File: src/rtl/pipe_pkg.sv
// Shared pipeline-stage definitions: occupancy state encoding and a saturating add
// reused by any counter that must stick at its maximum.
package pipe_pkg;

  typedef enum logic [1:0] {
    ST_EMPTY = 2'd0,
    ST_ONE   = 2'd1,
    ST_FULL  = 2'd2
  } occ_e;

  // Returns a + b clamped to max_val; the 33-bit sum keeps the carry visible.
  function automatic logic [31:0] sat_add(input logic [31:0] a,
                                          input logic [31:0] b,
                                          input logic [31:0] max_val);
    logic [32:0] sum;
    sum = {1'b0, a} + {1'b0, b};
    return (sum > {1'b0, max_val}) ? max_val : sum[31:0];
  endfunction

endpackage

File: src/rtl/pipe_entry.sv
// One payload register of a pipeline stage: load-enabled flop with an
// asynchronous reset value.
module pipe_entry
  import pipe_pkg::*;
#(
  parameter int                DATA_W  = 16,
  parameter logic [DATA_W-1:0] RST_VAL = '0
) (
  input  logic              clk,
  input  logic              rst,
  input  logic              load,
  input  logic [DATA_W-1:0] d,
  output logic [DATA_W-1:0] q
);

  // NOTE: the payload is reset (not left X) because out_data must read RST_VAL
  // straight out of reset; non-blocking <= keeps every flop sampling pre-edge values.
  always_ff @(posedge clk or posedge rst) begin
    if (rst) begin
      q <= RST_VAL;
    end else if (load) begin
      q <= d;
    end
  end

endmodule

File: src/rtl/pipe_stage_hs.sv
// Valid/ready pipeline stage with optional skid entry, synchronous flush and a
// saturating count of entries discarded by flush.
module pipe_stage_hs
  import pipe_pkg::*;
#(
  parameter int                DATA_W  = 16,
  parameter int                SKID    = 1,
  parameter logic [DATA_W-1:0] RST_VAL = '0,
  parameter int                ZERO_FL = 1,
  parameter int                CNT_W   = 8
) (
  input  logic              clk,
  input  logic              rst,
  input  logic              flush,
  input  logic              in_valid,
  output logic              in_ready,
  input  logic [DATA_W-1:0] in_data,
  output logic              out_valid,
  input  logic              out_ready,
  output logic [DATA_W-1:0] out_data,
  output logic [1:0]        occupancy,
  output logic [CNT_W-1:0]  drop_cnt
);

  localparam logic [31:0] CNT_MAX = (CNT_W >= 32) ? 32'hFFFF_FFFF
                                                  : 32'((64'd1 << CNT_W) - 64'd1);

  occ_e              state_q, state_d;
  logic              accept, emit;
  logic              main_load, skid_load;
  logic [DATA_W-1:0] main_d, main_q, skid_q;
  logic [CNT_W-1:0]  drop_q;
  logic [31:0]       drop_inc;

  assign out_valid = (state_q != ST_EMPTY);
  // With a skid entry in_ready depends only on registered state; without one it
  // must look at out_ready to sustain one item per cycle.
  assign in_ready  = (SKID != 0) ? (state_q != ST_FULL) : (~out_valid | out_ready);
  assign accept    = in_valid & in_ready;
  assign emit      = out_valid & out_ready;
  assign occupancy = state_q;
  assign out_data  = main_q;
  assign drop_cnt  = drop_q;

  // NOTE: every output of this block gets a default first so no path leaves a
  // value unassigned, which would otherwise infer a latch.
  always_comb begin
    state_d   = state_q;
    main_load = 1'b0;
    skid_load = 1'b0;
    main_d    = in_data;
    drop_inc  = '0;
    if (flush) begin
      state_d   = ST_EMPTY;
      main_load = (ZERO_FL != 0);
      main_d    = RST_VAL;
      // An entry emitted in the flush cycle was delivered, so it is not a drop.
      drop_inc  = 32'(state_q) + 32'(accept) - 32'(emit);
    end else begin
      case (state_q)
        ST_EMPTY: begin
          if (accept) begin
            state_d   = ST_ONE;
            main_load = 1'b1;
          end
        end
        ST_ONE: begin
          if (accept && emit) begin
            main_load = 1'b1;
          end else if (accept) begin
            state_d   = ST_FULL;
            skid_load = 1'b1;
          end else if (emit) begin
            state_d = ST_EMPTY;
          end
        end
        ST_FULL: begin
          if (emit) begin
            state_d   = ST_ONE;
            main_load = 1'b1;
            main_d    = skid_q;
          end
        end
        default: state_d = ST_EMPTY;
      endcase
    end
  end

  always_ff @(posedge clk or posedge rst) begin
    if (rst) begin
      state_q <= ST_EMPTY;
      drop_q  <= '0;
    end else begin
      state_q <= state_d;
      if (flush) begin
        drop_q <= CNT_W'(sat_add(32'(drop_q), drop_inc, CNT_MAX));
      end
    end
  end

  pipe_entry #(.DATA_W(DATA_W), .RST_VAL(RST_VAL)) u_main (
    .clk  (clk),
    .rst  (rst),
    .load (main_load),
    .d    (main_d),
    .q    (main_q)
  );

  if (SKID != 0) begin : g_skid
    pipe_entry #(.DATA_W(DATA_W), .RST_VAL(RST_VAL)) u_skid (
      .clk  (clk),
      .rst  (rst),
      .load (skid_load),
      .d    (in_data),
      .q    (skid_q)
    );
  end else begin : g_no_skid
    assign skid_q = '0;
  end

endmodule

File: config.mk
export PLATFORM = sky130hd
export DESIGN_NAME = pipe_stage_hs
export DESIGN_NICKNAME = d
export VERILOG_FILES = /design/src/rtl/pipe_pkg.sv /design/src/rtl/pipe_entry.sv /design/src/rtl/pipe_stage_hs.sv
export SDC_FILE = /design/constraint.sdc
export NUM_CORES = 1
export LEC_CHECK = 0
export ABC_AREA = 1
export CAP_MARGIN = 20
export CORE_AREA = 2 2 88 90
export DETAILED_ROUTE_END_ITERATION = 6
export DIE_AREA = 0 0 90 92
export PLACE_DENSITY_LB_ADDON = 0.08
export SLEW_MARGIN = 20
export SYNTH_ARGS = -nofsm -noshare
export SYNTH_HDL_FRONTEND = slang
export SYNTH_SLANG_ARGS = --single-unit
File: constraint.sdc
create_clock -name clk -period 4.6 [get_ports clk]
set_input_delay 0.92 -clock clk [delete_from_list [all_inputs] [get_ports clk]]
set_output_delay 0.92 -clock clk [all_outputs]
set_load 0.02 [all_outputs]
# --- Word level (Yosys, flattened, before mapping) ---
# Index checks and enable logic that the tools add are counted.
word_totals:
  reg_bits: 42
  in_bits: 21
  elab_cells: 41
classes:
  n_addsub: 3
  magnitude_cmp: 1
  eq_ne: 7
  muxes: 20
  n_bitwise: 2
  n_reduce_logical: 4
ops:
  columns: ["operator", "count"]
  rows:
  - ["$mux 16", 3]
  - ["$add 8x32->33", 1]
  - ["$gt 33x8->1 const B", 1]
  - ["$mux 32", 1]
  - ["$mux 2", 6]
  - ["$ne 3x3->1 const B", 3]
  - ["$mux 8", 1]
  - ["$mux 1", 7]
  - ["$pmux 2 s3", 1]
  - ["$ne 4x4->1 const B", 1]
  - ["$reduce_and 4->1", 1]
  - ["$sub 3x1->4", 1]
  - ["$add 2x1->3", 1]
  - ["$pmux 1 s3", 1]
  - ["$and 1x1->1", 2]
  - ["$eq 2x1->1 const B", 1]
  - ["$eq 2x2->1 const B", 1]
  - ["$logic_not 2->1", 1]
  - ["$ne 2x2->1 const B", 1]
  - ["$reduce_bool 2->1", 1]
  - ["$logic_and 1x1->1", 1]

# --- Depth between registers and ports, before layout ---
# Gate-level depths: netlist of run 1.
logic_depth:
  ltp_word: 8
  ltp_mapped: 28
  depth_no_buf: 28

# --- Hierarchy ---
# A second synthesis of run 1 with hierarchy kept.
unflattened:
  cells_unflattened: 402
  hier_area_um2: 2974.1
by_module_without_submodules:
  columns: ["module", "n_inst", "cells_per_inst", "area_per_inst_um2", "seq_area_each_um2"]
  rows:
  - ["pipe_stage_hs", 1, 264, 1677.9, 250.2]
  - ["pipe_entry", 2, 69, 648.1, 400.4]

# --- Worst setup path before layout of run 1 ---
# No wires, ideal clock.
synth_timing:
  path_kind: "input to register"
  startpoint: "input port in_valid"
  endpoint: "register drop_q[7], in the netlist drop_cnt[7]"
  setup_time_ns: 0.113
  arrival_time_ns: 4.074
  required_time_ns: 4.487
  path_slack_ns: 0.413
  cell_stages: 23
  path_buffers: 0
  path_cell_list: "inv_1 nor2_1 inv_1 ha_1 inv_1 ha_1 nor2_1 nand3_1 inv_1 ha_1 or2_0 and2_1 a31oi_1 inv_1 ha_1 nor2_1 nand4_1 nor2_1 nand2_1 inv_1 nand3_1 nand2_1 inv_1"
synth_between:
  elab_chain_cells: 7
synth_rtl:
  columns: ["item", "line", "source"]
  rows:
  - ["from (decl)", "pipe_stage_hs.sv:15", "input logic in_valid,"]
  - ["$and 1x1->1 *", "pipe_stage_hs.sv:39", "assign accept = in_valid & in_ready;"]
  - ["$add 2x1->3 *", "pipe_stage_hs.sv:58", "drop_inc = 32'(state_q) + 32'(accept) - 32'(emit);"]
  - ["$sub 3x1->4 *", "pipe_stage_hs.sv:58", null]
  - ["$mux 32 *", "pipe_stage_hs.sv:53", "if (flush) begin"]
  - ["$add 8x32->33 *", "pipe_pkg.sv:16", "sum = {1'b0, a} + {1'b0, b};"]
  - ["$gt 33x8->1", "pipe_pkg.sv:17", "return (sum > {1'b0, max_val}) ? max_val : sum[31:0];"]
  - ["$mux 8 *", "pipe_pkg.sv:17", null]
  - ["to (signal assigned)", "pipe_stage_hs.sv:96", "drop_q <= CNT_W'(sat_add(32'(drop_q), drop_inc, CNT_MAX));"]
  - ["to (decl)", "pipe_stage_hs.sv:32", "logic [CNT_W-1:0] drop_q;"]
# Mark *: on every way between the ends. The rest lies on a longest branch, timed or not.
# A chain may end at the register's enable or synchronous reset.

# --- Worst setup path after layout of run 1 ---
layout_timing:
  startpoint: "input port in_valid"
  endpoint: "register drop_q[6], in the netlist drop_cnt[6]"
# Same word-level chain as after synthesis.

==> results of run 1 <==
==> worst min-delay path by stage <==
stage / slack, ns / end / cells after the start
after global routing: 0.51 / u_main.q[2] / 2
after floorplan: 0.45 / g_skid.u_skid.q[15] / 2
after CTS: 0.49 / u_main.q[0] / 2
after detailed placement: 0.47 / u_main.q[0] / 2
after global placement: 0.47 / u_main.q[3] / 2
final: 0.48 / u_main.q[0] / 2
==> per-layer routing <==
layer	GRT usage	share of wire
met5	0	0
met4	0.04615	0.013
met3	0.03205	0.040
met2	0.2525	0.44
met1	0.2140	0.50
==> final cells by class <==
class | instances | area [µm²]
tap | 102 | 127.6
clock buffer | 7 | 86.33
clock inverter | 1 | 5.005
inverter | 64 | 242.7
timing repair buffer | 80 | 720.7
multi-input combinational | 258 | 1535
sequential | 42 | 1051
fill | 764 | 3679
==> stage by stage <==
stage	instance area, µm²	util	worst slack [ns]	total power [mW]	TNS [ns]
2_1_floorplan	2848	-	0.4127	0.9538	0
3_3_place_gp	3606	0.4842	-0.2951	1.228	-2.320
3_5_place_dp	3606	0.4842	-0.3767	1.232	-2.890
4_1_cts	3697	0.4965	0.02955	1.486	0
5_1_grt	3769	0.5060	-0.007025	1.649	-0.01210
6_report	3769	0.5060	0.2033	1.510	0
==> report_power, final <==
part	switching (mW)	internal [mW]
combinational	0.399	0.344
clock	0.123	0.121
sequential	0.0521	0.471
total	0.574	0.936
==> flip-flops by register name (all words and copies together), names as in the netlist <==
name	count
g_skid.u_skid.q	16
occupancy	2
u_main.q	16
drop_cnt	8
==> worst max-delay path, delay by kind of cell <==
family	cells	cell delay (ns)
adder cells (fa/ha/maj)	5	1.31
buffers and inverters	9	1.11
AND/OR/NAND/NOR	13	1.23
==> kinds of logic (layout without fill, tap and decap cells) <==
| logic type | Yosys count | after routing |
|---|---|---|
| buffers and inverters | 76 | 152 |
| AND/OR/NAND/NOR | 167 | 167 |
| XOR/XNOR | 2 | 2 |
| adder cells (fa/ha/maj) | 26 | 26 |
| AO/OA/AOI/OAI | 63 | 63 |
| flip-flops | 42 | 42 |
==> layout by cell type, fill, tap and decap left out, drive strengths merged, types with 2 or more instances in the layout <==
cell,n
fa,2
dfrtp,42
xor2,2
a21oi,24
nand2,87
inv,64
clkdlybuf4s50,48
nand4,3
or2,9
nor3,2
ha,24
nand3,18
clkbuf,7
o211ai,19
o21ai,19
buf,32
nor2,46
and2,2
==> timing repair <==
| action | in CTS | in global routing |
|---|---|---|
| setup endpoints to repair | 8 | 8 |
| setup buffers | 0 | 2 |
| pin swaps | 0 | 11 |
| endpoints found under the hold margin | 0 | 0 |
| resized for setup | 1 | 14 |
==> impl_metrics.json, run 1 <==
{
  "status": "complete, no violations",
  "critPathMaxFanout": 8,
  "hold_class": "register to register",
  "avgSynthCellArea_um2": 7.574,
  "first_iter_violations": 78,
  "yosys_warnings": 0,
  "dr_total_vias": 2520,
  "slew_viol_final": 0,
  "synth-seq-area-share": 0.3691,
  "synth_compound_area_frac": 0.1428,
  "crit_top_cell": "inv_1",
  "cts-hold-fix-buffers": 0,
  "arrival_ns": 4.58,
  "p_per_area_nw_per_um2": 400.6,
  "antenna_left": 0,
  "post-synth-top-count-cell": "nand2_1",
  "drc": 0,
  "port_buffers": 48,
  "hp-start": "u_main.q[0]",
  "startpoint_type": "input port",
  "coreArea_um2": 7447,
  "synthTopCellsByArea": "dfrtp_1 37%, nand2_1 11%, ha_1 11%",
  "syn_area_um2": 2848,
  "leakagePower_nw": 1.839,
  "dp_hpwl_mm": 4.577,
  "first_pass_iters": 4,
  "gp_congestion": 0.8247,
  "cp-endpoint": "drop_cnt[6]",
  "synth_fa_ha_area_frac": 0.1195,
  "grt_overflow": 0,
  "slew_headroom": 0.4218,
  "grt_util_all_layers": 0.1568,
  "reg2regPathDepth": 27,
  "rows": 32,
  "dp_cells": 544,
  "clock-root-buffer": "clkbuf_8",
  "clkSlewWorstSetupHoldPaths_ns": 0.07,
  "synth_largest_area_cell": "dfrtp_1",
  "synth.area.mux_share": 0,
  "cap_violations": 0,
  "ys.flop_type": "dfrtp_1",
  "async_flop_share": 1.000,
  "min_period_ns": 4.397,
  "synth_edf_count": 0,
  "synthSimpleGateAreaFrac": 0.2518,
  "final_layout_size_suffix_gt1_frac": 0.1726,
  "rsz0062_at_grt": "true",
  "cp_slowest_cell": "clkdlybuf4s50_1",
  "max_freq_mhz": 227.4,
  "area_growth_pct": 32.34,
  "cp_data_required_time_ns": 4.78,
  "viasPerCell": 4.549,
  "grt_first_pass_wirelength_mm": 10.68,
  "fin_worst_skew_ns": 0.005915,
  "die-area_um2": 8280,
  "ys_seq_elements": 42,
  "final-hold-violation-count": 0,
  "post_drt_wl_per_cell_um": 11.34,
  "first_global_vias": 2348,
  "synthCells": 376,
  "die-height_um": 92,
  "synthTopCellsByCount": "84 x nand2_1, 61 x inv_1, 43 x nor2_1, 42 x dfrtp_1",
  "syn_nets": 423,
  "clk_latency_ns": 0.29,
  "reg2reg_slack_ns": 0.68,
  "critPathKind": "input port to register",
  "numCtsBuffers": 5,
  "antenna_cells": 0,
  "cts_tree": "yes",
  "final_cells": 554,
  "fin_crit_sh": 0.9558,
  "synth_top_area_share": 0.3691,
  "routed_wl_mm": 6.281,
  "setup_violations": 0,
  "h-tree-depth": 2,
  "netlist-cell-type-count": 28,
  "pin_count": 49,
  "ir_drop_v": 0.0002146,
  "synth_top_family_by_area": "simple AND/OR/NAND/NOR gates",
  "cts_buffer_depth": 2,
  "crit_start": "in_valid",
  "r2r_start": "occupancy[1]",
  "cp-end-kind": "register",
  "tightest_slew_ns": 0.8661,
  "initial_core_util": 0.3824,
  "grt_antenna_before_repair": 0,
  "cts.sinks": 42,
  "grt_max_degree": 43,
  "critPathMaxStageDelay_ns": 0.48,
  "die_x_um": 90,
  "r2r_end": "drop_cnt[6]",
  "hold-worst-slack_ns": 0.4847,
  "synth-xor-area-share": 0.006151,
  "fin_nets": 498
}
Power figures use the tool's default switching activity.
==> inputs of run 2 (changes only) <==
- CTS_BUF_LIST: default -> sky130_fd_sc_hd__clkbuf_8
==> run 2 against run 1 <==
Compared with the run above: total power is essentially flat; sequential share of layout area is the same; utilization is the same; combinational power is essentially flat; flip-flop and latch count is the same; critical endpoint unchanged; worst setup slack lost 0.00069 ns; non-clock buffer count is the same; register-to-register slack is essentially flat; count of clock-buffer cells in the layout shrank 1.
==> impl_metrics.json, run 2 (synthesized netlist as in run 1, its figures left out) <==
{
  "setup_violations": 0,
  "cap_violations": 0,
  "dp_slack_ns": -0.3767,
  "reg2reg_slack_ns": 0.68,
  "routed_wl_mm": 6.273,
  "fin_crit_sh": 0.9559,
  "antenna_cells": 0,
  "cp-end-kind": "register",
  "fin_nets": 498,
  "hold_class": "register to register",
  "clkSlewWorstSetupHoldPaths_ns": 0.07,
  "hp-start": "u_main.q[0]",
  "dp_cells": 544,
  "coreArea_um2": 7447,
  "fin_worst_skew_ns": 0.008184,
  "die-area_um2": 8280,
  "cp_data_required_time_ns": 4.78,
  "crit_top_cell": "inv_1",
  "path_buf_inv": 9,
  "crit_start": "in_valid",
  "min_period_ns": 4.397,
  "rsz0062_at_grt": "true",
  "holdPathStages": 2,
  "critPathMaxStageDelay_ns": 0.48,
  "gp_congestion": 0.8247,
  "fillers": 764,
  "postLayoutCellArea_um2": 3769,
  "p_per_area_nw_per_um2": 400.7,
  "r2r_start": "occupancy[1]",
  "startpoint_type": "input port",
  "die-height_um": 92,
  "placed_area_um2": 3606,
  "viasPerCell": 4.511,
  "grt_antenna_before_repair": 0,
  "clk_latency_ns": 0.29,
  "cts_buffer_depth": 2,
  "leakagePower_nw": 1.843,
  "cp.depth": 27,
  "critical_path.top_delay_family": "adder cells",
  "pin_count": 49,
  "port_buffers": 48,
  "dr_total_vias": 2499,
  "max_freq_mhz": 227.4,
  "final_cells": 554,
  "tightest_slew_ns": 0.8740,
  "critPathKind": "input port to register",
  "antenna_left": 0,
  "layout_common_cells": "84 x nand2_1, 60 x inv_1, 48 x clkdlybuf4s50_1, 42 x dfrtp_1, 41 x nor2_1",
  "cts_tree": "yes",
  "initial_core_util": 0.3824,
  "slew_viol_final": 0,
  "final_layout_size_suffix_gt1_frac": 0.1726,
  "final-hold-violation-count": 0,
  "final_util": 0.5060,
  "grt_overflow": 0,
  "rows": 32,
  "h-tree-depth": 2,
  "hold-worst-slack_ns": 0.4847,
  "first_iter_violations": 78,
  "layout_commonest_cell": "nand2_1",
  "critPathMaxFanout": 8,
  "post_drt_wl_per_cell_um": 11.32,
  "drc": 0,
  "fin_ws_ns": 0.2027,
  "ir_drop_v": 0.0002119,
  "numCtsBuffers": 5,
  "reg2regPathDepth": 27,
  "arrival_ns": 4.58,
  "grt_first_pass_wirelength_mm": 10.68,
  "die_x_um": 90,
  "grt_max_degree": 43,
  "slew_headroom": 0.4167,
  "area_growth_pct": 32.34,
  "status": "complete, no violations",
  "clock-root-buffer": "clkbuf_8",
  "first_pass_iters": 4,
  "first_global_vias": 2348,
  "dp_hpwl_mm": 4.577,
  "cp_slowest_cell": "clkdlybuf4s50_1",
  "grt_util_all_layers": 0.1568,
  "cts.sinks": 42
}
==> run 2: cell types whose count changed in the layout (fill, tap and decap cells not counted), sizes merged <==
cell,change
clkbuf,-1
inv,+1
==> run 2: power by group <==
part           switching [mW]  internal [mW]  total (mW)
Combinational           0.400          0.344       0.744
Sequential             0.0523          0.471       0.523
Clock                   0.125          0.119       0.244
==> run 2: worst reg2reg max path: cells and delay by family (launching register included) <==
kind | cells | cell delay, ns
buf+inv | 8 | 0.71
flops | 1 | 0.45
fa+ha+maj | 5 | 1.31
simple gates | 14 | 1.33
==> run 2: path summary, 6_finish.rpt <==
| check | to |
|---|---|
| min in group asynchronous | u_main.q[1] |
| min | u_main.q[0] |
| max reg2reg | drop_cnt[6] |
| max in group asynchronous | g_skid.u_skid.q[6] |
| max | drop_cnt[6] |
| min reg2reg | u_main.q[0] |
==> run 2: layout make-up <==
cell class                 instances  area [µm²]  share of cell area
clock inverter                     2       8.758            0.002324
sequential                        42        1051              0.2789
timing repair buffer              80       720.7              0.1912
tap                              102       127.6             0.03386
multi-input combinational        258        1535              0.4074
inverter                          64       242.7             0.06441
clock buffer                       6       82.58             0.02191
==> run 2: per-layer routing <==
| metal | global-route usage | share of wire | vias up |
|---|---|---|---|
| met1 | 0.2140 | 0.51 | 1115 |
| li1 | - | - | 1340 |
| met3 | 0.03205 | 0.037 | 6 |
| met2 | 0.2525 | 0.44 | 38 |
| met5 | 0 | 0 | - |
| met4 | 0.04615 | 0.012 | 0 |
==> run 2: timing repair <==
| item | CTS | global route |
|---|---|---|
| setup buffers | 0 | 2 |
| resized for setup | 1 | 14 |
| endpoints found under the setup margin | 8 | 8 |
| hold buffers | 0 | 0 |
| endpoints found under the hold margin | 0 | 0 |
| pin swaps | 0 | 11 |
==> run 2: stage by stage <==
stage	setup TNS [ns]	total power [mW]
floorplan	0	0.9538
detailed placement	-2.890	1.232
global route	-0.01210	1.647
finish	0	1.510
global placement	-2.320	1.228
CTS	0	1.483
